--- src/rtl/instr_fetch_pkg.sv ---
// Shared ISA constants for the fetch path: NOP encoding, jump-target field, default PC width.
package instr_fetch_pkg;
  localparam int          PC_WIDTH_DEFAULT = 13;
  localparam int          INSTR_WIDTH      = 14;
  localparam logic [13:0] ISA_NOP          = 14'h0000;
  localparam int          JMP_FIELD_MSB    = 10;
  localparam int          JMP_FIELD_W      = JMP_FIELD_MSB + 1;
endpackage

--- src/rtl/instr_fetch_return_stack.sv ---
// Circular hardware return stack; pointer wraps silently, overflow/underflow flags
// only when INSTR_FETCH_STACK_ERR_EN is defined.
module instr_fetch_return_stack #(
  parameter int WIDTH = 13,
  parameter int DEPTH = 8,
  parameter int PTR_W = $clog2(DEPTH)
) (
  input  logic             clk,
  input  logic             rst,
  input  logic             push,
  input  logic             pop,
  input  logic [WIDTH-1:0] din,
  output logic [WIDTH-1:0] dout
`ifdef INSTR_FETCH_STACK_ERR_EN
  ,
  output logic             stack_ovf,
  output logic             stack_unf
`endif
);

  logic [WIDTH-1:0] r_mem [DEPTH];
  logic [PTR_W-1:0] r_sp;
  logic [PTR_W-1:0] w_top;

  assign w_top = r_sp - PTR_W'(1);
  assign dout  = r_mem[w_top];

  always_ff @(posedge clk or posedge rst) begin
    if (rst) begin
      r_sp <= '0;
      for (int i = 0; i < DEPTH; i++) r_mem[i] <= '0;
    end else if (push) begin
      r_mem[r_sp] <= din;
      r_sp        <= r_sp + PTR_W'(1);
    end else if (pop) begin
      r_sp <= w_top;
    end
  end

`ifdef INSTR_FETCH_STACK_ERR_EN
  // Occupancy saturates; the pointer itself keeps wrapping.
  logic [PTR_W:0] r_cnt;

  always_ff @(posedge clk or posedge rst) begin
    if (rst) begin
      r_cnt     <= '0;
      stack_ovf <= 1'b0;
      stack_unf <= 1'b0;
    end else if (push) begin
      if (r_cnt == (PTR_W+1)'(DEPTH)) stack_ovf <= 1'b1;
      else                            r_cnt     <= r_cnt + (PTR_W+1)'(1);
    end else if (pop) begin
      if (r_cnt == '0) stack_unf <= 1'b1;
      else             r_cnt     <= r_cnt - (PTR_W+1)'(1);
    end
  end
`endif

endmodule

--- src/rtl/instr_fetch.sv ---
// Fetch/PC block: owns PC, instruction register and return stack; prefetch model (PC = next word).
// Optional macro INSTR_FETCH_STACK_ERR_EN adds sticky stack_ovf/stack_unf outputs.
module instr_fetch
  import instr_fetch_pkg::*;
#(
  parameter int                  PC_WIDTH     = PC_WIDTH_DEFAULT,
  parameter int                  STACK_DEPTH  = 8,
  parameter logic [PC_WIDTH-1:0] RESET_VECTOR = '0
) (
  input  logic                   clk,
  input  logic                   rst,
  input  logic                   instr_rd_en,
  input  logic                   instr_flush,
  input  logic                   pc_incr_en,
  input  logic                   pc_j_en,
  input  logic                   stack_push,
  input  logic                   stack_pop,
  input  logic [PC_WIDTH-12:0]   pclath_hi,
  output logic [PC_WIDTH-1:0]    pmem_addr,
  input  logic [INSTR_WIDTH-1:0] pmem_data,
  output logic [INSTR_WIDTH-1:0] instr_current,
  output logic [PC_WIDTH-1:0]    pc
`ifdef INSTR_FETCH_STACK_ERR_EN
  ,
  output logic                   stack_ovf,
  output logic                   stack_unf
`endif
);

  logic [PC_WIDTH-1:0]    r_pc;
  logic [INSTR_WIDTH-1:0] r_ir;
  logic [PC_WIDTH-1:0]    w_jmp_target;
  logic [PC_WIDTH-1:0]    w_stack_top;
  logic                   w_push;
  logic                   w_pop;

  // Push only rides on a jump; a jump also masks any pop on the same edge.
  assign w_push       = stack_push & pc_j_en;
  assign w_pop        = stack_pop & ~pc_j_en;
  assign w_jmp_target = {pclath_hi, r_ir[JMP_FIELD_MSB:0]};

  instr_fetch_return_stack #(
    .WIDTH (PC_WIDTH),
    .DEPTH (STACK_DEPTH)
  ) u_stack (
    .clk       (clk),
    .rst       (rst),
    .push      (w_push),
    .pop       (w_pop),
    .din       (r_pc),
    .dout      (w_stack_top)
`ifdef INSTR_FETCH_STACK_ERR_EN
    ,
    .stack_ovf (stack_ovf),
    .stack_unf (stack_unf)
`endif
  );

  always_ff @(posedge clk or posedge rst) begin
    if (rst) begin
      r_ir <= ISA_NOP;
    end else if (instr_flush) begin
      r_ir <= ISA_NOP;
    end else if (instr_rd_en) begin
      r_ir <= pmem_data;
    end
  end

  always_ff @(posedge clk or posedge rst) begin
    if (rst) begin
      r_pc <= RESET_VECTOR;
    end else if (pc_j_en) begin
      r_pc <= w_jmp_target;
    end else if (stack_pop) begin
      r_pc <= w_stack_top;
    end else if (pc_incr_en) begin
      r_pc <= r_pc + PC_WIDTH'(1);
    end
  end

  assign pc            = r_pc;
  assign pmem_addr     = r_pc;
  assign instr_current = r_ir;

endmodule

--- config.mk ---
export PLATFORM = sky130hd
export DESIGN_NAME = instr_fetch
export DESIGN_NICKNAME = d
export VERILOG_FILES = /design/src/rtl/instr_fetch_pkg.sv /design/src/rtl/instr_fetch_return_stack.sv /design/src/rtl/instr_fetch.sv
export SDC_FILE = /design/constraint.sdc
export NUM_CORES = 1
export LEC_CHECK = 0
export ABC_AREA = 0
export BUFFER_PORTS_ARGS = -buffer_cell sky130_fd_sc_hd__buf_2
export CAP_MARGIN = 20
export CELL_PAD_IN_SITES_DETAIL_PLACEMENT = 0
export CELL_PAD_IN_SITES_GLOBAL_PLACEMENT = 2
export CORE_MARGIN = 3
export CORE_UTILIZATION = 41
export CTS_CLUSTER_DIAMETER = 60
export CTS_CLUSTER_SIZE = 28
export DETAILED_ROUTE_END_ITERATION = 12
export PLACE_DENSITY = 0.76
export SETUP_SLACK_MARGIN = 0.4
export SLEW_MARGIN = 20
export SYNTH_ARGS = -nofsm -noshare
export SYNTH_HDL_FRONTEND = slang
export SYNTH_HIERARCHICAL = 1
export SYNTH_SLANG_ARGS = --single-unit
--- constraint.sdc ---
create_clock -name clk -period 3.4 [get_ports clk]
set_input_delay 0.34 -clock clk [delete_from_list [all_inputs] [get_ports clk]]
set_output_delay 0.34 -clock clk [all_outputs]
set_load 0.05 [all_outputs]
# --- Word-level counts from Yosys, hierarchy flattened ---
# Index checks and enable logic that the tools add are counted.
word_totals:
  elab_cells: 39
  regBits: 134
  out_inout_bits: 40
op_classes:
  n_mux: 13
  n_bitwise: 5
  magnitude_cmp: 3
  reduce_logical: 4
  add_sub_neg: 3
ops:
  columns: ["operator", "n"]
  rows:
  - ["bitwise mux 104 bit", 1]
  - ["two-way mux 13 bit", 6]
  - ["binary-select mux 13 bit (select 3 bit)", 1]
  - ["demux 13 bit (select 3 bit)", 1]
  - ["two-way mux 14 bit", 2]
  - ["adder 13 x 1 -> 13 bit, second input constant", 1]
  - [">= comparator 4 bit, second input constant", 2]
  - ["inverter 3 -> 4 bit", 2]
  - ["two-way mux 3 bit", 2]
  - ["< comparator 4 x 1 -> 1 bit, second input constant", 1]
  - ["nonzero test 2 bit", 2]
  - ["adder 3 x 1 -> 3 bit, second input constant", 1]
  - ["nonzero test 3 bit", 1]
  - ["subtractor 3 x 1 -> 3 bit, second input constant", 1]
  - ["AND 1 bit", 2]
  - ["logical AND 1 bit", 1]
  - ["inverter 1 bit", 1]

# --- Longest topological paths before layout ---
logic_depth:
  depth_word: 7
  ltp_mapped: 13

# --- Modules after synthesis ---
# The synthesis kept the hierarchy.
by_module_without_submodules:
  columns: ["module", "area_per_inst_um2", "instances", "cells_each"]
  rows:
  - ["instr_fetch_return_stack", 5188.7, 1, 383]
  - ["instr_fetch", 1642.8, 1, 178]

# --- Worst setup path after synthesis ---
# OpenSTA, ideal clock, no wires.
synth_path:
  path_type: "reg-to-reg"
  start: "reg u_stack.r_sp[0]"
  end: "reg r_pc[12] (netlist: pc[12])"
  arrival_ns: 2.568
  slack_ns: 0.705
  period_less_slack_ns: 2.695
  stages_incl_launch_ff: 12
  required_ns: 3.272
  setup_time_ns: 0.128
  path_cell_list: "dfrtp_1 -> inv_1 -> clkbuf_1 -> clkbuf_1 -> ha_1 -> xor2_1 -> buf_2 -> nand3_1 -> and4_1 -> and3_1 -> a21oi_1 -> o31ai_2"
synth_via:
  elab_chain_cells: 7
synth_lines:
  columns: ["item", "line_no", "source"]
  rows:
  - ["start: declaration", "instr_fetch_return_stack.sv:22", "logic [PTR_W-1:0] r_sp;"]
  - ["start signal: assignment", "instr_fetch_return_stack.sv:34", "r_sp <= r_sp + PTR_W'(1);"]
  - ["start signal: assignment", "instr_fetch_return_stack.sv:36", "r_sp <= w_top;"]
  - ["subtractor 3 x 1 -> 3 bit", "instr_fetch_return_stack.sv:25", "assign w_top = r_sp - PTR_W'(1);"]
  - ["named net u_stack.w_top[0]", "instr_fetch_return_stack.sv:23", "logic [PTR_W-1:0] w_top;"]
  - ["inverter 3 -> 4 bit (not written as such)", "instr_fetch_return_stack.sv:26", "assign dout = r_mem[w_top];"]
  - ["binary-select mux 13 bit (select 3 bit)", "instr_fetch_return_stack.sv:26", null]
  - ["two-way mux 13 bit (not written as such) (2 in a row)", "instr_fetch_return_stack.sv:26", null]
  - ["named net w_stack_top[12]", "instr_fetch.sv:33", "logic [PC_WIDTH-1:0] w_stack_top;"]
  - ["two-way mux 13 bit", "instr_fetch.sv:74", "end else if (stack_pop) begin"]
  - ["two-way mux 13 bit", "instr_fetch.sv:72", "end else if (pc_j_en) begin"]
  - ["end signal: assignment", "instr_fetch.sv:73", "r_pc <= w_jmp_target;"]
  - ["end signal: assignment", "instr_fetch.sv:75", "r_pc <= w_stack_top;"]
  - ["end signal: assignment", "instr_fetch.sv:77", "r_pc <= r_pc + PC_WIDTH'(1);"]
  - ["end: declaration", "instr_fetch.sv:30", "logic [PC_WIDTH-1:0] r_pc;"]
# The timed path passes the listed nets, and every way through them passes these cells. The select of a mux whose other input is x is not followed.
# A chain may end at the register's enable or synchronous reset.

# --- Worst setup path in the final report ---
layout_path:
  start: "reg u_stack.r_sp[1]"
  end: "reg r_pc[1] (netlist: pc[1])"
layout_via:
  elab_chain_cells: 7
layout_lines:
  columns: ["item", "line_no"]
  rows:
  - ["subtractor 3 x 1 -> 3 bit", "instr_fetch_return_stack.sv:25"]
  - ["inverter 3 -> 4 bit (not written as such)", "instr_fetch_return_stack.sv:26"]
  - ["binary-select mux 13 bit (select 3 bit)", "instr_fetch_return_stack.sv:26"]
  - ["two-way mux 13 bit (not written as such) (2 in a row)", "instr_fetch_return_stack.sv:26"]
  - ["named net w_stack_top[1]", "instr_fetch.sv:33"]
  - ["two-way mux 13 bit", "instr_fetch.sv:74"]
  - ["two-way mux 13 bit", "instr_fetch.sv:72"]
# The timed path passes the listed nets, and every way through them passes these cells. The select of a mux whose other input is x is not followed.

==> reports/results.tsv <==
stage	metric	value	unit
status	outcome	finished clean	
timing	fin crit share	0.751	
drt	post-DR vias/cell	5.44	
synthesis	Synth Flop Type	dfrtp_1	
global_routing	number of global-route vias before repair	4845	
floorplanning	Core Area	16100	um^2
global_routing	first-pass GRT wire length	27000	um
synthesis	Post-synth EDFFs	0	
timing	fin crit period	2.55	ns
clocking	cts bufs inserted	17	
worst_setup_path	RR Startpoint	u_stack/r_sp[1]$_DFFE_PP0P_	
timing	clock skew	0.00958	ns
synthesis	fraction of the mapped netlist area in adder cells	0.00549	
timing	Final Hold Viols	0	
finish	fillcell total	1482	
clocking	H-tree lvl count	4	
timing	setup TNS	0	ns
worst_setup_path	reg2reg setup slack	0.85	ns
worst_setup_path	crit end category	register	
worst_setup_path	critical path type	register to register	
floorplanning	die area	18200	um^2
timing	RSZ-0062 raised after global routing	false	
finish	total inserted antenna cells	0	
drt	average wire per standard cell	19.8	um
drt	TritonRoute pass-1 iters	4	
synthesis	Distinct cells, synth	43	
floorplanning	die width	135	um
worst_setup_path	reg2reg end	pc[1]$_DFFE_PP0P_	
clocking	Root Driver	clkbuf_16	
pwr	power after layout	8.65	mW
pwr	leak pwr	3.87	nW
place	routability cong.	0.754	
finish	Reg area	3350	um^2
worst_setup_path	Cell Chain, Critical Path	inv_2, ha_4, buf_12, mux2i_1, nand3_1, and4_1, a21oi_1, o21ai_0	
floorplanning	std cell rows	46	
worst_setup_path	R2R cell count	8	
finish	Design Area, Final	7970	um^2
synthesis	Syn Std Cell Area	6830	um^2
drt	WL final	16500	um
floorplanning	I/O pin total	64	
worst_setup_path	CP startpoint	u_stack/r_sp[1]$_DFFE_PP0P_	
drt	vias	4553	
synthesis	Yosys warnings	6	
synthesis	Synth Area in Compound Gates	0.0321	
floorplanning	Initial Util	0.424	
worst_setup_path	CP Launch Type	register	
finish	Final #Nets	635	
synthesis	Post-synth ARST share	1.00	
global_routing	Tot GR Track Use	0.192	
min_path	HP Class	input port to register	
place	hpwl dp	10800	um
worst_setup_path	WP data arrival	2.83	ns
clocking	clock slew at the register clock pins of the worst setup and hold paths	0.06	ns
worst_setup_path	Required @ worst endpoint	3.67	ns
synthesis	mux share of post-synthesis cell area	0.289	
finish	Area Growth Syn to Fin	16.7	%
synthesis	simple-gate share of the synthesized area	0.117	
global_routing	initial antenna violation count	0	
place	IO buf count	63	
worst_setup_path	worst-path maximum fanout	34	
timing	Max Transition Viols Final	0	
drt	drt initial violations	272	
synthesis	Synth area leader	dfrtp_1	
clocking	CTS Hold Buffers Added	1	
clocking	CTS tree	built	
place	placed instance area	7310	um^2
flow_run	Max-Cap Viols	0	
timing	Rel. slew slack	0.282	
global_routing	largest net degree at the start of global routing	76	
synthesis	Synth area leaders	dfrtp_1 (49%), mux2_2 (12%), mux2i_1 (10%)	
clocking	cts repair resizes	0	
global_routing	gr ovfl total	0	
clocking	Clock Latency Late Sink	0.42	ns
finish	Multi-input gate area	3180	um^2
pwr	Pwr Density	1080	nW/um^2
worst_setup_path	Critical Path End	pc[1]$_DFFE_PP0P_	
clocking	# Post-CTS Setup Buffers	0	
synthesis	Mean Syn Cell Area	12.2	um^2
synthesis	#FFs+latches synth	134	
synthesis	synthesized instance count	561	
timing	maximum clock rate	392	MHz
synthesis	Synth Area in XOR/XNOR	0.0167	
drt	Detail Route Antenna Nets	0	
drt	# DRC	0	
synthesis	sequential element share of the synthesized area	0.491	
synthesis	Synthesized Nets	588	
finish	layout cells sized above 1	0.369	
worst_setup_path	Crit-path slowest cell	ha_4	
synthesis	largest family of logic cells by synthesized area	multiplexers	
clocking	CTS Sinks	134	
pwr	largest vdd supply drop	0.504	mV
floorplanning	Die Ht	135	um
clocking	Longest Clk Path Bufs	2	
timing	Setup violations, final	0	
synthesis	post-synth top area share	0.491	
timing	Slew @ Worst Pin	1.08	ns
worst_setup_path	Slowest Stage Delay on Critical Path	0.54	ns
-- placed cells by master, fill, tap and decap left out, types with 2 or more instances in the layout --
| cell type | n |
|---|---|
| mux2i_1 | 69 |
| o211ai_1 | 2 |
| nand4_1 | 4 |
| a21oi_1 | 11 |
| mux2_4 | 30 |
| xnor2_1 | 6 |
| inv_1 | 4 |
| clkinvlp_4 | 3 |
| nand2_1 | 21 |
| and4_1 | 14 |
| clkbuf_16 | 17 |
| buf_12 | 2 |
| dfrtp_1 | 134 |
| nor3_1 | 4 |
| buf_2 | 63 |
| o21ai_0 | 10 |
| nand2b_1 | 2 |
| clkinv_2 | 4 |
| nor3b_1 | 5 |
| nand3_1 | 54 |
| nor3_2 | 4 |
| buf_4 | 13 |
| bufinv_16 | 5 |
| nor2_1 | 22 |
| ha_1 | 2 |
| or3_1 | 3 |
| xor2_1 | 5 |
| o221ai_1 | 5 |
| nor2b_1 | 3 |
| mux2_2 | 74 |
| and3_1 | 3 |
-- worst max-delay path: cells and delay by family, from the launching register on --
family                     cells  cell delay, ns
DFF                            1            0.52
and+or+nand+nor                2            0.39
adders and majority gates      1            0.54
muxes                          1            0.25
AOI/OAI and AO/OA              2            0.26
buffers and inverters          2            0.42
-- cell usage after synthesis, types with 4 or more instances --
cell type	count
buf_2	20
mux2i_1	69
nand3_1	54
a21oi_1	11
xor2_1	6
nand2_1	21
and4_1	14
buf_4	19
o221ai_1	5
mux2_2	74
inv_1	5
nand4_1	4
dfrtp_1	134
xnor2_1	7
nor2_1	22
o21ai_0	10
nor3_1	7
clkbuf_1	7
nor3b_1	5
mux2_4	30
-- report_power, final --
part           leakage (nW)  internal (mW)  total, mW  switching (mW)
clock                 0.313           1.32       2.01           0.691
combinational          1.80           1.67       3.83            2.16
sequential             1.75           2.19       2.81           0.619
total                  3.87           5.18       8.65            3.47
-- sequential cells by signal, summed over array words and instances (netlist names) --
register / cells
instr_current: 14
pc: 13
u_stack/r_mem: 104
u_stack/r_sp: 3
-- area by class of cell --
| type | count | share of cell area |
|---|---|---|
| clock buffer | 19 | 0.0556 |
| inverter | 6 | 0.00330 |
| tap | 216 | 0.0339 |
| timing repair buffer | 80 | 0.0615 |
| multi-input combinational | 369 | 0.400 |
| sequential | 134 | 0.421 |
| clock inverter | 13 | 0.0254 |
-- cells by family (layout without fill, tap and decap cells) --
family,count (synthesis),in the layout
DFF,134,134
xor gates and xnor gates,13,13
buffers and inverters,58,118
muxes,173,173
and+or+nand+nor,146,146
adders and majority gates,3,3
AOI/OAI and AO/OA,34,34
-- stage by stage --
stage                     std cells   util  worst slack, ns  hold slack, ns
after floorplan                 561      -            0.705           0.393
after global placement          803  0.452            0.751           0.487
after detailed placement        804  0.454            0.729           0.434
after CTS                       837  0.495            0.819           0.136
after global routing            837  0.495            0.657           0.160
final                           837  0.495            0.846           0.157
-- metal layers --
metal / wire [um] / vias to the layer above / global-route usage
li1: - / 2098 / -
met1: 7530 / 2353 / 0.264
met2: 8050 / 92 / 0.310
met3: 818 / 10 / 0.0428
met4: 144 / 0 / 0.0538
met5: 0 / - / 0
-- how the worst min path moves through the flow --
stage	from	to	depth (start not counted)
2_1_floorplan	rst	instr_current[0]$_DFFE_PP0P_	1
3_3_place_gp	u_stack/r_mem[15]$_DFFE_PP0P_	u_stack/r_mem[15]$_DFFE_PP0P_	1
3_5_place_dp	rst	pc[6]$_DFFE_PP0P_	2
4_1_cts	pclath_hi[1]	pc[12]$_DFFE_PP0P_	3
5_1_grt	pmem_data[5]	instr_current[5]$_DFFE_PP0P_	3
6_report	pclath_hi[1]	pc[12]$_DFFE_PP0P_	3
Power figures use the tool's default switching activity.
